`src/rtl/studio2_pkg.sv`:
```
// studio2_pkg: shared types and memory-map constants for the Studio II memory
// arbiter.
//   state_t  - arbiter FSM states
//   req_id_t - requester identity (loader, DMA, CPU)
//   region_t - decoded address region
//   *_BASE / *_LIMIT - inclusive 12-bit bounds of each region in the 4 KiB map
//   in_range() - inclusive bounds test used by the decoder
package studio2_pkg;

    typedef enum logic [1:0] {
        ST_IDLE   = 2'd0,
        ST_ACCESS = 2'd1,
        ST_RESP   = 2'd2
    } state_t;

    typedef enum logic [1:0] {
        RQ_NONE = 2'd0,
        RQ_LD   = 2'd1,
        RQ_DMA  = 2'd2,
        RQ_CPU  = 2'd3
    } req_id_t;

    typedef enum logic [2:0] {
        RG_ROM      = 3'd0,
        RG_CART     = 3'd1,
        RG_RAM      = 3'd2,
        RG_MULTI    = 3'd3,
        RG_MIRROR   = 3'd4,
        RG_UNMAPPED = 3'd5
    } region_t;

    localparam logic [11:0] ROM_BASE     = 12'h000;
    localparam logic [11:0] ROM_LIMIT    = 12'h3FF;
    localparam logic [11:0] CART_BASE    = 12'h400;
    localparam logic [11:0] CART_LIMIT   = 12'h7FF;
    localparam logic [11:0] RAM_BASE     = 12'h800;
    localparam logic [11:0] RAM_LIMIT    = 12'h9FF;
    localparam logic [11:0] MC_LO_BASE   = 12'hA00;
    localparam logic [11:0] MC_LO_LIMIT  = 12'hBFF;
    localparam logic [11:0] MIRROR_BASE  = 12'hC00;
    localparam logic [11:0] MIRROR_LIMIT = 12'hDFF;
    localparam logic [11:0] MC_HI_BASE   = 12'hE00;
    localparam logic [11:0] MC_HI_LIMIT  = 12'hFFF;

    function automatic logic in_range(input logic [11:0] a,
                                      input logic [11:0] base,
                                      input logic [11:0] limit);
        return (a >= base) && (a <= limit);
    endfunction

endpackage

```
`src/rtl/studio2_addr_dec.sv`:
```
// studio2_addr_dec: combinational address decoder for the Studio II map.
// Build option: STUDIO2_MULTICART_EN maps A00-BFF and E00-FFF to backing RAM;
// without it those ranges decode as unmapped.
// Ports:
//   addr    in  16  requester address
//   req_id  in  2   requester (req_id_t encoding)
//   wr      in  1   access is a write
//   region  out 3   decoded region (region_t encoding)
//   phys    out 12  backing-RAM address (mirror folded onto 800-9FF)
//   we_ok   out 1   write is allowed to reach the RAM
//   ram_sel out 1   region is served by the backing RAM port
module studio2_addr_dec
    import studio2_pkg::*;
(
    input  logic [15:0] addr,
    input  logic [1:0]  req_id,
    input  logic        wr,
    output logic [2:0]  region,
    output logic [11:0] phys,
    output logic        we_ok,
    output logic        ram_sel
);

`ifdef STUDIO2_MULTICART_EN
    localparam region_t MC_REGION = RG_MULTI;
`else
    localparam region_t MC_REGION = RG_UNMAPPED;
`endif

    region_t     rg;
    req_id_t     rid;
    logic [11:0] off;
    logic        mc_hit;

    assign rid    = req_id_t'(req_id);
    assign off    = addr[11:0];
    assign mc_hit = in_range(off, MC_LO_BASE, MC_LO_LIMIT) ||
                    in_range(off, MC_HI_BASE, MC_HI_LIMIT);

    always_comb begin
        rg      = RG_UNMAPPED;
        phys    = off;
        we_ok   = 1'b0;
        ram_sel = 1'b0;

        if (addr[15:12] == 4'h0) begin
            if (in_range(off, ROM_BASE, ROM_LIMIT)) begin
                rg = RG_ROM;
            end else if (in_range(off, CART_BASE, CART_LIMIT)) begin
                rg = RG_CART;
            end else if (in_range(off, RAM_BASE, RAM_LIMIT)) begin
                rg = RG_RAM;
            end else if (in_range(off, MIRROR_BASE, MIRROR_LIMIT)) begin
                rg   = RG_MIRROR;
                phys = {3'b100, off[8:0]};
            end else if (mc_hit) begin
                rg = MC_REGION;
            end
        end

        // Cartridge space is write-protected for the CPU but filled by the loader.
        case (rg)
            RG_CART: begin
                ram_sel = 1'b1;
                we_ok   = (rid == RQ_LD);
            end
            RG_RAM, RG_MIRROR, RG_MULTI: begin
                ram_sel = 1'b1;
                we_ok   = (rid == RQ_LD) || (rid == RQ_CPU);
            end
            default: begin
                ram_sel = 1'b0;
                we_ok   = 1'b0;
            end
        endcase

        we_ok = we_ok & wr;
    end

    assign region = rg;

endmodule

```
`src/rtl/studio2_mem_arb.sv`:
```
// studio2_mem_arb: three-way memory arbiter for the Studio II (CDP1802 CPU,
// Pixie DMA, cartridge loader) in front of a system ROM and a backing RAM.
// Priority loader > DMA > CPU, with DMA bursts capped at DMA_BURST_MAX while
// the CPU is waiting. Each grant takes IDLE/RESP -> ACCESS -> RESP; data and
// completion strobes appear in RESP, two cycles after the grant.
// Build option: STUDIO2_MULTICART_EN (see studio2_addr_dec).
// Ports:
//   clk, resetq                      clock, synchronous active-low reset
//   cpu_rd/wr/a/d, cpu_q/valid/done/wait  CPU strobes, data and stall
//   dma_req/a, dma_ack/q/valid       Pixie DMA request, grant pulse, data
//   ld_active/wr/a/d                 cartridge download write port
//   rom_a, rom_q                     system ROM, 1-cycle synchronous read
//   mem_ce/we/a/d, mem_q             backing RAM, 1-cycle synchronous read
//
// state  | meaning
// IDLE   | no transaction; grant chosen from pending requests
// ACCESS | memory address/strobes driven for the latched winner
// RESP   | read data / done strobe returned; may re-grant back-to-back
module studio2_mem_arb
    import studio2_pkg::*;
#(
    parameter int unsigned DMA_BURST_MAX = 8,
    parameter logic [7:0]  UNMAPPED_VAL  = 8'hFF
)(
    input  logic        clk,
    input  logic        resetq,
    input  logic        cpu_rd,
    input  logic        cpu_wr,
    input  logic [15:0] cpu_a,
    input  logic [7:0]  cpu_d,
    output logic [7:0]  cpu_q,
    output logic        cpu_valid,
    output logic        cpu_done,
    output logic        cpu_wait,
    input  logic        dma_req,
    input  logic [15:0] dma_a,
    output logic        dma_ack,
    output logic [7:0]  dma_q,
    output logic        dma_valid,
    input  logic        ld_active,
    input  logic        ld_wr,
    input  logic [11:0] ld_a,
    input  logic [7:0]  ld_d,
    output logic [9:0]  rom_a,
    input  logic [7:0]  rom_q,
    output logic        mem_ce,
    output logic        mem_we,
    output logic [11:0] mem_a,
    output logic [7:0]  mem_d,
    input  logic [7:0]  mem_q
);

    localparam int CNT_W = $clog2(DMA_BURST_MAX + 1);

    state_t      state, state_nx;
    req_id_t     gnt, pick;
    region_t     region_r;
    logic        take;

    logic        ld_pend;
    logic [11:0] ld_a_r;
    logic [7:0]  ld_d_r;

    logic [CNT_W-1:0] dma_cnt;
    logic        burst_full;

    logic        cpu_req, cpu_pend, cpu_slot;
    logic [15:0] sel_addr;
    logic [7:0]  sel_d;
    logic        sel_wr;

    logic [2:0]  dec_region;
    logic [11:0] dec_phys;
    logic        dec_we, dec_ram_sel;

    logic        wr_r, ce_r, we_r;
    logic [9:0]  rom_a_r;
    logic [11:0] mem_a_r;
    logic [7:0]  mem_d_r;
    logic [7:0]  cpu_q_r, dma_q_r, rd_data;
    logic        in_resp;

    // The CPU holds its strobe through the RESP cycle of its own access, so it
    // must not look pending there or it would be serviced twice.
    assign cpu_req    = cpu_rd | cpu_wr;
    assign cpu_pend   = cpu_req && !(state == ST_RESP && gnt == RQ_CPU);
    assign cpu_slot   = cpu_pend && !ld_active;
    assign burst_full = (dma_cnt >= CNT_W'(DMA_BURST_MAX));

    always_comb begin
        pick = RQ_NONE;
        if (ld_pend) begin
            pick = RQ_LD;
        end else if (dma_req && !(cpu_slot && burst_full)) begin
            pick = RQ_DMA;
        end else if (cpu_slot) begin
            pick = RQ_CPU;
        end
    end

    always_comb begin
        state_nx = state;
        take     = 1'b0;
        case (state)
            ST_IDLE: begin
                if (pick != RQ_NONE) begin
                    state_nx = ST_ACCESS;
                    take     = 1'b1;
                end
            end
            ST_ACCESS: state_nx = ST_RESP;
            ST_RESP: begin
                if (pick != RQ_NONE) begin
                    state_nx = ST_ACCESS;
                    take     = 1'b1;
                end else begin
                    state_nx = ST_IDLE;
                end
            end
            default: state_nx = ST_IDLE;
        endcase
    end

    always_comb begin
        sel_addr = cpu_a;
        sel_d    = cpu_d;
        sel_wr   = cpu_wr;
        case (pick)
            RQ_LD: begin
                sel_addr = {4'h0, ld_a_r};
                sel_d    = ld_d_r;
                sel_wr   = 1'b1;
            end
            RQ_DMA: begin
                sel_addr = dma_a;
                sel_wr   = 1'b0;
            end
            default: ;
        endcase
    end

    studio2_addr_dec u_dec (
        .addr    (sel_addr),
        .req_id  (pick),
        .wr      (sel_wr),
        .region  (dec_region),
        .phys    (dec_phys),
        .we_ok   (dec_we),
        .ram_sel (dec_ram_sel)
    );

    assign in_resp = resetq && (state == ST_RESP);

    always_comb begin
        case (region_r)
            RG_ROM:                               rd_data = rom_q;
            RG_CART, RG_RAM, RG_MIRROR, RG_MULTI: rd_data = mem_q;
            default:                              rd_data = UNMAPPED_VAL;
        endcase
    end

    always_ff @(posedge clk) begin
        if (!resetq) begin
            state    <= ST_IDLE;
            gnt      <= RQ_NONE;
            region_r <= RG_UNMAPPED;
            ld_pend  <= 1'b0;
            ld_a_r   <= '0;
            ld_d_r   <= '0;
            dma_cnt  <= '0;
            wr_r     <= 1'b0;
            ce_r     <= 1'b0;
            we_r     <= 1'b0;
            rom_a_r  <= '0;
            mem_a_r  <= '0;
            mem_d_r  <= '0;
            cpu_q_r  <= 8'h00;
            dma_q_r  <= 8'h00;
        end else begin
            state <= state_nx;
            ce_r  <= 1'b0;
            we_r  <= 1'b0;

            // A new loader write arriving on the grant cycle wins over the clear.
            if (ld_active && ld_wr) begin
                ld_pend <= 1'b1;
                ld_a_r  <= ld_a;
                ld_d_r  <= ld_d;
            end else if (take && pick == RQ_LD) begin
                ld_pend <= 1'b0;
            end

            if (take) begin
                gnt      <= pick;
                wr_r     <= sel_wr;
                region_r <= region_t'(dec_region);
                rom_a_r  <= sel_addr[9:0];
                mem_a_r  <= dec_phys;
                mem_d_r  <= sel_d;
                ce_r     <= dec_ram_sel;
                we_r     <= dec_we;
                if (pick == RQ_CPU) begin
                    dma_cnt <= '0;
                end else if (pick == RQ_DMA && cpu_req && !burst_full) begin
                    dma_cnt <= dma_cnt + 1'b1;
                end
            end

            if (state == ST_RESP && gnt == RQ_CPU && !wr_r) cpu_q_r <= rd_data;
            if (state == ST_RESP && gnt == RQ_DMA)          dma_q_r <= rd_data;
        end
    end

    // Strobes are gated with resetq so an access caught by reset mid-cycle
    // never reaches the RAM or the requester.
    assign mem_ce    = ce_r & resetq;
    assign mem_we    = we_r & resetq;
    assign mem_a     = mem_a_r;
    assign mem_d     = mem_d_r;
    assign rom_a     = rom_a_r;

    assign cpu_valid = in_resp && (gnt == RQ_CPU) && !wr_r;
    assign cpu_done  = in_resp && (gnt == RQ_CPU) && wr_r;
    assign dma_valid = in_resp && (gnt == RQ_DMA);
    assign dma_ack   = resetq && (state == ST_ACCESS) && (gnt == RQ_DMA);

    assign cpu_q     = cpu_valid ? rd_data : cpu_q_r;
    assign dma_q     = dma_valid ? rd_data : dma_q_r;

    assign cpu_wait  = !resetq || ld_active ||
                       (cpu_req && !(state == ST_RESP && gnt == RQ_CPU));

endmodule

```
`config.mk`:
```
export PLATFORM = sky130hd
export DESIGN_NAME = studio2_mem_arb
export DESIGN_NICKNAME = d
export VERILOG_FILES = /design/src/rtl/studio2_pkg.sv /design/src/rtl/studio2_addr_dec.sv /design/src/rtl/studio2_mem_arb.sv
export SDC_FILE = /design/constraint.sdc
export NUM_CORES = 1
export LEC_CHECK = 0
export BUFFER_PORTS_ARGS = -buffer_cell sky130_fd_sc_hd__buf_2
export CORE_ASPECT_RATIO = 0.75
export CORE_UTILIZATION = 50
export CTS_CLUSTER_DIAMETER = 50
export CTS_CLUSTER_SIZE = 20
export DETAILED_ROUTE_END_ITERATION = 8
export GPL_TIMING_DRIVEN = 1
export HOLD_SLACK_MARGIN = 0.05
export PLACE_DENSITY = 0.86
export REMOVE_ABC_BUFFERS = 1
export SLEW_MARGIN = 20
export SYNTH_ARGS = -nofsm -noshare
export SYNTH_HDL_FRONTEND = slang
export SYNTH_HIERARCHICAL = 1
export SYNTH_SLANG_ARGS = --single-unit
```
`constraint.sdc`:
```
create_clock -name clk -period 3.98 [get_ports clk]
set_clock_uncertainty 0.2 [all_clocks]
set_input_delay 0.597 -clock clk [delete_from_list [all_inputs] [get_ports clk]]
set_output_delay 0.597 -clock clk [all_outputs]
set_load 0.05 [all_outputs]
```
# Word-level counts from Yosys, hierarchy flattened
# Index checks and enable logic that the tools add are counted.
# totals
n_memories	0
reg_bits	81
latch_bits	0
wordCells	118
romBits	0
ramBits	0
output_inout_bits	53
# classes
n_bitwise	4
div	0
n_eq_ne	16
n_mul	0
addsub	1
mux	30
n_reduce_logical	43
shifts	0
magnitude_cmp	9
# ops
op	n
$mux W12	5
$pmux W16 S2	1
$ge A12 B12 Y1 const B	2
$le A12 B12 Y1 const B	2
$mux W8	3
$logic_and A1 B1 Y1	22
$pmux W8 S2	1
$eq A3 B2 Y1 const B	4
$ge A12 B1 Y1 const B	1
$ge A12 B11 Y1 const B	1
$le A12 B10 Y1 const B	1
$le A12 B11 Y1 const B	1
$mux W3	4
$eq A2 B2 Y1 const B	5
$mux W2	4
$mux W4	2
$reduce_or A4 Y1	2
$mux W1	7
$eq A3 B1 Y1 const B	2
$eq A3 B3 Y1 const B	2
$logic_not A1 Y1	6
$pmux W2 S3	1
$reduce_bool A2 Y1	3
$add A4 B1 Y4 const B	1
other kinds (13)	20

# Depth between registers and ports, before layout
# Gate-level depths: netlist of the first run.
# depth
word_depth	23
ltp_mapped	14
depth_no_buf	10

# Cells and area by module
# The synthesis of the first run kept the hierarchy.
# modules_own_cells
mod	area_each_um2	cells_per_inst	instances
studio2_mem_arb	3842.4	471	1
studio2_addr_dec	182.7	24	1

# Worst setup path before layout of the first run
# OpenSTA, ideal clock, no wires.
# synth_timing
path_kind	input to register
from	input ld_active
to	register region_r[1]
stages	12
arrival_time_ns	3.139
required_ns	3.710
setup_time_ns	0.070
path_slack_ns	0.570
path_cell_list	o21ba_2 > a21oi_1 > or2_2 > ha_1 > clkbuf_1 > clkbuf_1 > clkbuf_1 > o21ai_0 > nor4_4 > nor3b_2 > nand2_1 > a21oi_1
# synth_lines
element	line_no	source
start: declaration	studio2_mem_arb.sv:40	input logic ld_active,
$logic_not A1 Y1 *	studio2_mem_arb.sv:87	assign cpu_slot = cpu_pend && !ld_active;
$logic_and A1 B1 Y1 *	studio2_mem_arb.sv:87	
$logic_and A1 B1 Y1	studio2_mem_arb.sv:94	end else if (dma_req && !(cpu_slot && burst_full)) begin
$logic_not A1 Y1	studio2_mem_arb.sv:94	
$logic_and A1 B1 Y1	studio2_mem_arb.sv:94	
$mux W2 *	studio2_mem_arb.sv:94	
$mux W2 *	studio2_mem_arb.sv:92	if (ld_pend) begin
$eq A2 B2 Y1 or $eq A2 B1 Y1 (tied branches)	studio2_mem_arb.sv:128	case (pick)
$pmux W16 S2 *	studio2_mem_arb.sv:128	
via sel_addr[13]	studio2_mem_arb.sv:68	logic [15:0] sel_addr;
$logic_not A4 Y1 *	studio2_addr_dec.sv:46	if (addr[15:12] == 4'h0) begin
$mux W3 *	studio2_addr_dec.sv:46	
via dec_region[1]	studio2_mem_arb.sv:72	logic [2:0] dec_region;
end signal: assignment	studio2_mem_arb.sv:196	region_r <= region_t'(dec_region);
end: declaration	studio2_mem_arb.sv:57	region_t region_r;
# Mark *: on every way through the listed nets, which the timed path passes. The rest lies on a longest branch.
# A chain may end at the register's enable or synchronous reset.

# Final worst setup path of the first run
# layout_timing
from	register state[0]
to	register region_r[1]
# layout_lines
element	line_no	source
start: declaration	studio2_mem_arb.sv:55	state_t state, state_nx;
start signal: assignment	studio2_mem_arb.sv:180	state <= state_nx;
$eq A2 B2 Y1 *	studio2_mem_arb.sv:86	assign cpu_pend = cpu_req && !(state == ST_RESP && gnt == RQ_CPU);
$logic_and A1 B1 Y1 *	studio2_mem_arb.sv:86	
$logic_not A1 Y1 *	studio2_mem_arb.sv:86	
$logic_and A1 B1 Y1 *	studio2_mem_arb.sv:86	
$logic_and A1 B1 Y1 *	studio2_mem_arb.sv:87	
$logic_and A1 B1 Y1	studio2_mem_arb.sv:94	
$logic_not A1 Y1	studio2_mem_arb.sv:94	
$logic_and A1 B1 Y1	studio2_mem_arb.sv:94	
$mux W2 *	studio2_mem_arb.sv:94	
$mux W2 *	studio2_mem_arb.sv:92	
$eq A2 B2 Y1 or $eq A2 B1 Y1 (tied branches)	studio2_mem_arb.sv:128	
$pmux W16 S2 *	studio2_mem_arb.sv:128	
via sel_addr[13]	studio2_mem_arb.sv:68	
$logic_not A4 Y1 *	studio2_addr_dec.sv:46	
$mux W3 *	studio2_addr_dec.sv:46	
via dec_region[1]	studio2_mem_arb.sv:72	
# Marked as above.

==> summary.txt, run 1 <==
Critical path
  • Critical Path Start Type: flop
  • Critical-path top delay cell: ha_1
  • Critical path capture point type: flop
  • Buffer and inverter count on the worst path: 0
  • CP dominant cell by count: a21oi_1
  • CP Cell Sequence: nand4b_4 -> a21oi_1 -> or2_2 -> ha_1 -> o21ai_0 -> nor4_4 -> nor3b_2 -> nand2_1 -> a21oi_1
  • Crit path max fanout: 19
  • CP required: 4.07 ns
  • Critical path's top delay family: simple AND/OR/NAND/NOR gates
  • Kind of critical path: reg2reg
  • Crit path DAT: 3.37 ns
  • CP max stage delay: 0.62 ns

Synth
  • Area fraction in compound gates after synthesis: 26.2%
  • EDFF count, synth: 0
  • Ys flop type: dfxtp_1
  • Post-synth top area cell: dfxtp_1
  • Largest family of logic cells by synthesized area: compound AO/OA/AOI/OAI gates
  • Mux share of post-synthesis cell area: 6.25%
  • Area contributors post-synth: dfxtp_1, nand2_1, a21oi_1, mux2i_1, o2bb2ai_1
  • Ys Warns: 6
  • Top cell type's share of synthesized area: 40.3%
  • XOR/XNOR Fraction of Synth Area: 0%
  • Mapped Cells: 495
  • Count leader, synth: nand2_1
  • Adder-Cell Fraction of Synth Area: 1.87%
  • Netlist cell types: 46
  • Post-synthesis simple-gate area fraction: 17.4%
  • Sequential-to-total area share from yosys stat: 40.3%
  • Synth Register Bits: 81
  • Commonest cells in the netlist: nand2_1, dfxtp_1, a21oi_1
  • Mean Syn Cell Area: 8.13 um^2
  • Syn Std Cell Area: 4030 um^2
  • Synth async-reset ratio: 0%

Clock network
  • CTS tree: done
  • Number of buffers on the longest clock path: 2
  • H-tree depth: 3
  • Post-CTS Setup Bufs: 0
  • Num CTS Buffers: 9
  • Worst skew pair latency: 0.37 ns
  • Clk sinks: 81
  • Resized Gates After CTS: 0
  • CTS root buf: clkbuf_8
  • CTS clk-pin slew, worst paths: 0.09 ns
  • CTS Hold Bufs: 0

Drt
  • Met3 wire len: 791 um
  • Max Used Layer: met4
  • Avg WL per Cell: 15.1 um
  • Via count: 3960
  • Vias per cell: 5.67
  • Wirelength, routed: 10500 um
  • Initial DRC count: 325
  • Met1 wire length: 4570 um
  • Pre-antenna DRT Iters: 5
  • Routed Antenna Nets: 0
  • Met2 routed wirelength: 4950 um
  • DRC viols: 0

Die
  • DIE HEIGHT: 79.7 um
  • Die area: 8420 um^2
  • Core area: 7570 um^2
  • Initial core utilization: 53.2%
  • Rows: 27
  • Num ports: 136
  • Die W: 106 um

Timing
  • Relative slew slack: 39.2%
  • RSZ-0062 raised after global routing: no
  • Max-slew violation count: 0
  • Hold Fails Final Rpt: 0
  • Final setup fails: 0
  • Worst Max-Slew Pin Slew: 0.908 ns
  • Final worst path period share: 82.4%
  • Fin crit period: 3.28 ns
  • Achievable Freq: 305 MHz
  • Setup TNS: 0 ns

Place
  • GP Congestion: 0.915
  • Placed cells: 682
  • Hpwl dp: 7430 um
  • Buffers on Ports: 135

Finish
  • Nets: 681
  • Area Growth Syn to Fin: 19.9%
  • Antenna cells: 0
  • Fillers: 671
  • Layout cells sized above 1: 28.1%
  • Post-route insts no fill: 698

Global routing
  • GRT Residual Overflow: 0
  • Pin count of the biggest net entering global routing: 50
  • First-pass GRT wire length: 16800 um
  • Initial antenna violation count: 1
  • GRT Util Overall: 25.7%
  • Vias in the first global route: 3601

Min path
  • Hold WC Path Type: reg2reg

Pwr
  • Leakage: 0.00224 uW
  • Total power: 2200 uW
  • Peak supply drop: 0.000301 V
  • P per Cell Area: 455 nW/um^2

Status
  • Status: finished, final reports clean

Flow run
  • Maxcap violations: 0
==> worst reg2reg max path, cell delays in order (launching register included) <==
cell and delay (ns):
dfxtp_1 0.49, nand4b_4 0.31, a21oi_1 0.14, or2_2 0.32
ha_1 0.62, o21ai_0 0.25, nor4_4 0.44, nor3b_2 0.23
nand2_1 0.07, a21oi_1 0.14
==> per-layer routing <==
metal | track usage, % | vias to the layer above
met5 | 0 | -
met4 | 8.47 | 0
met3 | 7.51 | 19
met2 | 42.2 | 168
met1 | 32.5 | 1849
li1 | - | 1924
==> power breakdown <==
part,switching (uW),leakage (uW),internal [uW]
combinational,423,0.00148,201
clock,313,0.000102,327
sequential,58.8,0.000663,875
==> cell usage in the layout (no fill, tap or decap), types with 2 or more instances in the layout <==
cell and count:
buf_2 135, nand2_1 85, dfxtp_1 81, a21oi_1 63, nor2_1 25, mux2i_1 24, inv_1 19, o21ai_0 17
o2bb2ai_1 16, a22oi_1 12, a211o_1 11, clkbuf_8 11, nand3_1 10, o31ai_1 9, a211oi_1 9, o22ai_1 8
o31a_1 8, ha_1 6, and3_1 4, buf_4 4, nand2b_1 3, a31oi_1 3, or2_2 3, and2_1 3
nor3b_1 2, clkinvlp_4 2
==> kinds of logic after synthesis <==
logic type	Yosys count
AND/OR/NAND/NOR	148
adder cells (fa/ha/maj)	6
flip-flops	81
AO/OA/AOI/OAI	162
multiplexers	25
buffers and inverters	73
==> state kept, by name, summed over array words and instances (netlist names) <==
| name | cells |
|---|---|
| we_r | 1 |
| dma_q_r | 8 |
| mem_a | 12 |
| state | 2 |
| cpu_q_r | 8 |
| ld_a_r | 12 |
| rom_a | 10 |
| region_r | 3 |
| ld_pend | 1 |
| gnt | 2 |
| ce_r | 1 |
| ld_d_r | 8 |
| mem_d | 8 |
| dma_cnt | 4 |
| wr_r | 1 |
==> area by class of cell <==
type | instances | area, um^2 | area share [%]
clock inverter | 5 | 62.6 | 1.30
clock buffer | 11 | 151 | 3.14
inverter | 20 | 75.1 | 1.56
multi-input combinational | 341 | 2080 | 43.2
timing repair buffer | 139 | 706 | 14.6
tap | 101 | 126 | 2.62
sequential | 81 | 1620 | 33.6
==> final timing paths <==
| kind | start | to | slack (ns) | depth (start not counted) |
|---|---|---|---|---|
| max | state[0]$_SDFFE_PN0P_ | region_r[1]$_SDFFE_PN0N_ | 0.70 | 9 |
| min | rom_a[7]$_SDFFE_PN0N_ | rom_a[7]$_SDFFE_PN0N_ | 0.26 | 2 |
| max reg2reg | state[0]$_SDFFE_PN0P_ | region_r[1]$_SDFFE_PN0N_ | 0.70 | 9 |
| min reg2reg | rom_a[7]$_SDFFE_PN0N_ | rom_a[7]$_SDFFE_PN0N_ | 0.26 | 2 |
==> metrics by stage <==
| stage | setup WS (ns) | utilization, % | cell area (um^2) | hold slack [ns] |
|---|---|---|---|---|
| after detailed placement | 0.577 | 61.0 | 4610 | 0.246 |
| final | 0.699 | 63.8 | 4830 | 0.256 |
| after CTS | 0.744 | 63.8 | 4830 | 0.253 |
| after global placement | 0.721 | 61.0 | 4610 | 0.242 |
| after global routing | 0.442 | 63.8 | 4830 | 0.260 |
| after floorplan | 0.182 | - | 3780 | 0.232 |
No activity file was read; power rests on OpenSTA's default activity.
==> run 2: changes to the inputs <==
clock period = 3.4 ns   (was 3.98 ns; I/O delays follow)
==> summary.txt, run 2 (synthesis results as in run 1) <==
Status
  • Status: finished, final reports clean

Die
  • Die W: 106 um (unchanged)
  • Die area: 8420 um^2 (unchanged)
  • DIE HEIGHT: 79.7 um (unchanged)
  • Initial core utilization: 53.2% (unchanged)
  • Core area: 7570 um^2 (unchanged)
  • Rows: 27 (unchanged)
  • Num ports: 136 (unchanged)

Finish
  • Area Growth Syn to Fin: 20.1%
  • Fillers: 637 (-5.1%)
  • Register Area: 1620 um^2 (unchanged)
  • Layout cells sized above 1: 28.7% (+0.53 points)
  • Commonest non-fill, non-tap cell in the layout: buf_2
  • Area of the multi-input gates: 2090 um^2 (+0.24%)
  • Nets: 684 (+0.44%)
  • Post-route core utilization: 63.9% (+0.12 points)
  • Post-route cell area: 4840 um^2 (+0.18%)
  • Most frequent cells in the layout: buf_2, nand2_1, dfxtp_1
  • Antenna cells: 0 (unchanged)

Drt
  • Initial DRC count: 298 (-8.3%)
  • Avg WL per Cell: 15.1 um (+0.26%)
  • Pre-antenna DRT Iters: 5 (unchanged)
  • Via count: 3913 (-1.2%)
  • Wirelength, routed: 10600 um (+0.69%)
  • Routed Antenna Nets: 0 (unchanged)
  • Vias per cell: 5.58 (-1.6%)
  • DRC viols: 0 (unchanged)

Place
  • Hpwl dp: 7640 um (+2.9%)
  • GP Congestion: 0.901 (-1.6%)
  • Setup WS pre-CTS: 0.108 ns (-0.469 ns)
  • Post-DP Area: 4640 um^2 (+0.49%)
  • Buffers on Ports: 135 (unchanged)

Clock network
  • Number of buffers on the longest clock path: 2 (unchanged)
  • CTS clk-pin slew, worst paths: 0.09 ns (about the same)
  • H-tree depth: 3 (unchanged)
  • Clk sinks: 81 (unchanged)
  • Worst skew pair latency: 0.36 ns (about the same)
  • CTS root buf: clkbuf_8
  • Num CTS Buffers: 9 (unchanged)
  • CTS tree: done
  • CTS Hold Bufs: 0 (unchanged)

Critical path
  • Buffer and inverter count on the worst path: 0 (unchanged)
  • Register-to-register setup slack: 0.26 ns (-0.44 ns)
  • Crit path DAT: 3.23 ns (-0.14 ns)
  • Number of cells on the critical path: 9 (unchanged)
  • Critical-path top delay cell: ha_2
  • Worst r2r src: state[0]$_SDFFE_PN0P_
  • Critical path capture point type: flop
  • CP required: 3.49 ns (-0.58 ns)
  • Critical Path Sink: we_r$_SDFF_PN0_
  • CP dominant cell by count: a21oi_1
  • Kind of critical path: reg2reg
  • Critical path's top delay family: simple AND/OR/NAND/NOR gates
  • CP max stage delay: 0.52 ns (-0.10 ns)
  • CP Cell Sequence: nand4b_4 -> a21oi_1 -> or2_2 -> ha_2 -> nor2_1 -> a21oi_1 -> nor2b_1 -> o2111a_1 -> and3_1
  • Reg2reg end: we_r$_SDFF_PN0_
  • Critical Path Start Type: flop
  • Setup crit start: state[0]$_SDFFE_PN0P_
  • Crit path max fanout: 19 (unchanged)
  • R2R depth: 9 (unchanged)

Global routing
  • GRT Residual Overflow: 0 (unchanged)
  • Pin count of the biggest net entering global routing: 58 (+16%)
  • Initial antenna violation count: 0 (-1)
  • First-pass GRT wire length: 16900 um (+0.21%)
  • GRT Util Overall: 25.2% (-0.45 points)
  • Vias in the first global route: 3711 (+3.1%)

Timing
  • Hold Fails Final Rpt: 0 (unchanged)
  • Achievable Freq: 319 MHz (+4.6%)
  • Final setup fails: 0 (unchanged)
  • RSZ-0062 raised after global routing: no
  • Setup TNS: 0 ns (unchanged)
  • Relative slew slack: 38.2% (-0.99 points)
  • Post-layout worst setup margin: 0.262 ns (-0.437 ns)
  • Fin crit period: 3.14 ns (-0.143 ns)
  • Final worst path period share: 92.3% (+9.9 points)
  • Max-slew violation count: 0 (unchanged)
  • Worst Max-Slew Pin Slew: 0.922 ns (+0.0148 ns)

Pwr
  • Leakage: 0.00224 uW (+0.11%)
  • Total power: 2540 uW (+16%)
  • P per Cell Area: 525 nW/um^2 (+15%)
  • Peak supply drop: 0.000340 V (+13%)

Flow run
  • Maxcap violations: 0 (unchanged)

Min path
  • Hold WC Path Type: in2reg
[run 2: cell count changes in the layout (fill, tap and decap cells not counted)]
cell and change:
buf_4 +3, clkbuf_1 +1, clkbuf_8 -2, clkinv_2 +1, ha_1 -2, ha_2 +2
[run 2: worst min-delay path by stage]
stage / from / endpoint / depth (start not counted)
after floorplan: dma_q_r[0]$_SDFFE_PN0P_ / dma_q_r[0]$_SDFFE_PN0P_ / 1
after global placement: mem_a[6]$_SDFFE_PN0N_ / mem_a[6]$_SDFFE_PN0N_ / 2
after detailed placement: mem_a[0]$_SDFFE_PN0N_ / mem_a[0]$_SDFFE_PN0N_ / 2
after CTS: ld_a[11] / ld_a_r[11]$_SDFFE_PN0P_ / 3
after global routing: ld_a[11] / ld_a_r[11]$_SDFFE_PN0P_ / 3
final: ld_a[6] / ld_a_r[6]$_SDFFE_PN0P_ / 3
[run 2: metal layers]
layer,track usage [%],vias up,wire (um)
met2,40.9,170,4890
met3,7.43,25,851
met1,31.8,1786,4590
li1,-,1932,-
met5,0,-,0
met4,9.86,0,267
[run 2: final cells by class]
| type | instances | area share [%] |
|---|---|---|
| Timing Repair Buffer | 142 | 15.1 |
| Sequential cell | 81 | 33.5 |
| Multi-Input combinational cell | 341 | 43.2 |
| Inverter | 20 | 1.55 |
| Clock inverter | 6 | 1.40 |
| Clock buffer | 10 | 2.64 |
| Tap cell | 101 | 2.61 |
[run 2: per-stage QoR]
step / cells / hold slack (ns)
floorplan: 442 / 0.232
global placement: 685 / 0.241
detailed placement: 685 / 0.246
CTS: 701 / 0.170
global route: 701 / 0.174
finish: 701 / 0.179
[run 2: power breakdown]
group,switching (uW),internal [uW],leakage [uW]
Clock,361,342,0.0000929
Sequential,67.8,1020,0.000663
Combinational,502,244,0.00149
Total,931,1610,0.00224
[run 2: worst min-delay path: cells and delay by family]
| kind | cells | cell delay (ns) |
|---|---|---|
| AOI/OAI and AO/OA | 1 | 0.05 |
| and+or+nand+nor | 1 | 0.04 |
| buffers and inverters | 1 | 0.09 |
[run 2: what timing repair did]
action                                  4_1_cts  5_1_grt
resized for setup                             0        2
buffers inserted                              0        0
endpoints found under the setup margin        0        5
==> run 3: changes to the inputs <==
CORE_MARGIN = 4   (was not set)
CORE_UTILIZATION = 51   (was 50)
PLACE_DENSITY = 0.88   (was 0.86)
==> summary.txt, run 3 (synthesis results as in run 1) <==
Status
  • Status: finished, final reports clean

Timing
  • RSZ-0062 raised after global routing: no
  • Hold Fails Final Rpt: 0 (unchanged)
  • Final Hold Slack: 0.185 ns (+0.00591 ns)
  • Fin crit period: 3.18 ns (+0.0398 ns)
  • Final worst path period share: 93.5% (+1.2 points)
  • Worst Max-Slew Pin Slew: 0.894 ns (-0.0286 ns)
  • Achievable Freq: 315 MHz (-1.3%)
  • Relative slew slack: 40.1% (+1.9 points)
  • Max-slew violation count: 0 (unchanged)
  • Final setup fails: 0 (unchanged)

Die
  • Num ports: 136 (unchanged)
  • Initial core utilization: 53.7% (+0.48 points)
  • Die W: 111 um (+4.7%)
  • Core area: 7500 um^2 (-0.89%)
  • Die area: 9390 um^2 (+12%)
  • Rows: 27 (unchanged)
  • DIE HEIGHT: 84.9 um (+6.6%)

Finish
  • Area Growth Syn to Fin: 20.7%
  • Post-route insts no fill: 700 (-0.14%)
  • Most frequent cells in the layout: buf_2, nand2_1, dfxtp_1
  • Commonest non-fill, non-tap cell in the layout: buf_2
  • Nets: 683 (-0.15%)
  • Layout cells sized above 1: 28.5% (-0.12 points)
  • Post-route core utilization: 64.8% (+0.89 points)
  • Antenna cells: 0 (unchanged)

Drt
  • Via count: 4024 (+2.8%)
  • Vias per cell: 5.75 (+3.0%)
  • Initial DRC count: 296 (-0.67%)
  • Routed Antenna Nets: 0 (unchanged)
  • Avg WL per Cell: 16.0 um (+5.5%)
  • Pre-antenna DRT Iters: 5 (unchanged)
  • DRC viols: 0 (unchanged)
  • Wirelength, routed: 11200 um (+5.4%)

Global routing
  • GRT Residual Overflow: 0 (unchanged)
  • GRT Util Overall: 23.2% (-2.1 points)
  • Initial antenna violation count: 0 (unchanged)
  • Pin count of the biggest net entering global routing: 68 (+17%)
  • First-pass GRT wire length: 18200 um (+7.6%)
  • Vias in the first global route: 3932 (+6.0%)

Place
  • Hpwl dp: 8020 um (+4.9%)
  • Buffers on Ports: 135 (unchanged)
  • Placed cells: 684 (-0.15%)
  • GP Congestion: 0.870 (-3.3%)

Critical path
  • Register-to-register setup slack: 0.22 ns (-0.04 ns)
  • R2R depth: 11 (+2)
  • Critical path capture point type: flop
  • CP required: 3.49 ns (about the same)
  • Crit path DAT: 3.27 ns (+0.04 ns)
  • Critical Path Start Type: flop
  • Setup crit start: gnt[1]$_SDFFE_PN0N_
  • Worst r2r src: gnt[1]$_SDFFE_PN0N_
  • Reg2reg end: region_r[1]$_SDFFE_PN0N_
  • Kind of critical path: reg2reg
  • Crit path max fanout: 14 (-5)

Min path
  • Worst hold stages: 3 (unchanged)
  • Hold WC Path Type: in2reg
  • HP Start: ld_d[4]
  • Hold EP: ld_d_r[4]$_SDFFE_PN0P_

Flow run
  • Maxcap violations: 0 (unchanged)

Clock network
  • Clk sinks: 81 (unchanged)
  • Post-CTS Setup Bufs: 0 (unchanged)
  • H-tree depth: 3 (unchanged)
  • CTS clk-pin slew, worst paths: 0.09 ns (about the same)
  • Num CTS Buffers: 9 (unchanged)
  • CTS Hold Bufs: 0 (unchanged)
  • CTS root buf: clkbuf_8
  • Number of buffers on the longest clock path: 2 (unchanged)
  • CTS tree: done
  • Worst skew pair latency: 0.36 ns (about the same)

Pwr
  • P per Cell Area: 532 nW/um^2 (+1.3%)
  • Leakage: 0.00226 uW (+0.71%)
  • Peak supply drop: 0.000419 V (+23%)
  • Total power: 2590 uW (+1.8%)
==> run 3: critical path, cell delays in order (launching register included) <==
cell	delay [ns]
dfxtp_1	0.47
nand4b_4	0.27
a21oi_1	0.29
nor2_1	0.13
ha_1	0.29
buf_4	0.22
a22oi_1	0.27
a21oi_1	0.21
nand2b_1	0.26
nor3b_2	0.26
nand2_1	0.09
a21oi_1	0.14
==> run 3: metrics by stage <==
step | setup slack [ns] | setup TNS (ns) | area, um^2
after floorplan | -0.224 | -1.74 | 3780
after global placement | 0.391 | 0 | 4640
after detailed placement | 0.123 | 0 | 4640
after CTS | 0.179 | 0 | 4860
after global routing | 0.0284 | 0 | 4860
final | 0.223 | 0 | 4860
==> run 3: what timing repair did <==
action	CTS	global route
hold endpoints to repair	0	0
resized for setup	0	1
endpoints found under the setup margin	0	3
==> run 3: worst max path at each step <==
stage | cells after the start | endpoint | slack [ns]
global route | 11 | region_r[1]$_SDFFE_PN0N_ | 0.03
finish | 11 | region_r[1]$_SDFFE_PN0N_ | 0.22
global placement | 12 | mem_a[10]$_SDFFE_PN0N_ | 0.39
floorplan | 3 | cpu_q[7] | -0.22
detailed placement | 12 | region_r[1]$_SDFFE_PN0N_ | 0.12
CTS | 11 | region_r[1]$_SDFFE_PN0N_ | 0.18
==> run 3: report_power, final <==
part	switching (uW)	total, uW	internal (uW)
logic	507	751	245
clock network	361	744	383
registers	68.1	1090	1020
total	936	2590	1650
==> run 3: final cells by class <==
type,instances,area (um^2)
timing repair buffer,141,733
clock inverter,5,63.8
fill,656,2640
clock buffer,11,151
tap,101,126
inverter,20,75.1
multi-input combinational,341,2090
sequential,81,1620
==> run 3: layer usage <==
| layer | vias up | track usage, % | share of wire (%) | wire length [um] |
|---|---|---|---|---|
| met4 | 0 | 9.40 | 2.7 | 301 |
| met5 | - | 0 | 0 | 0 |
| met2 | 160 | 39.6 | 49 | 5520 |
| met3 | 34 | 5.92 | 7.2 | 805 |
| li1 | 1942 | - | - | - |
| met1 | 1888 | 28.1 | 41 | 4540 |
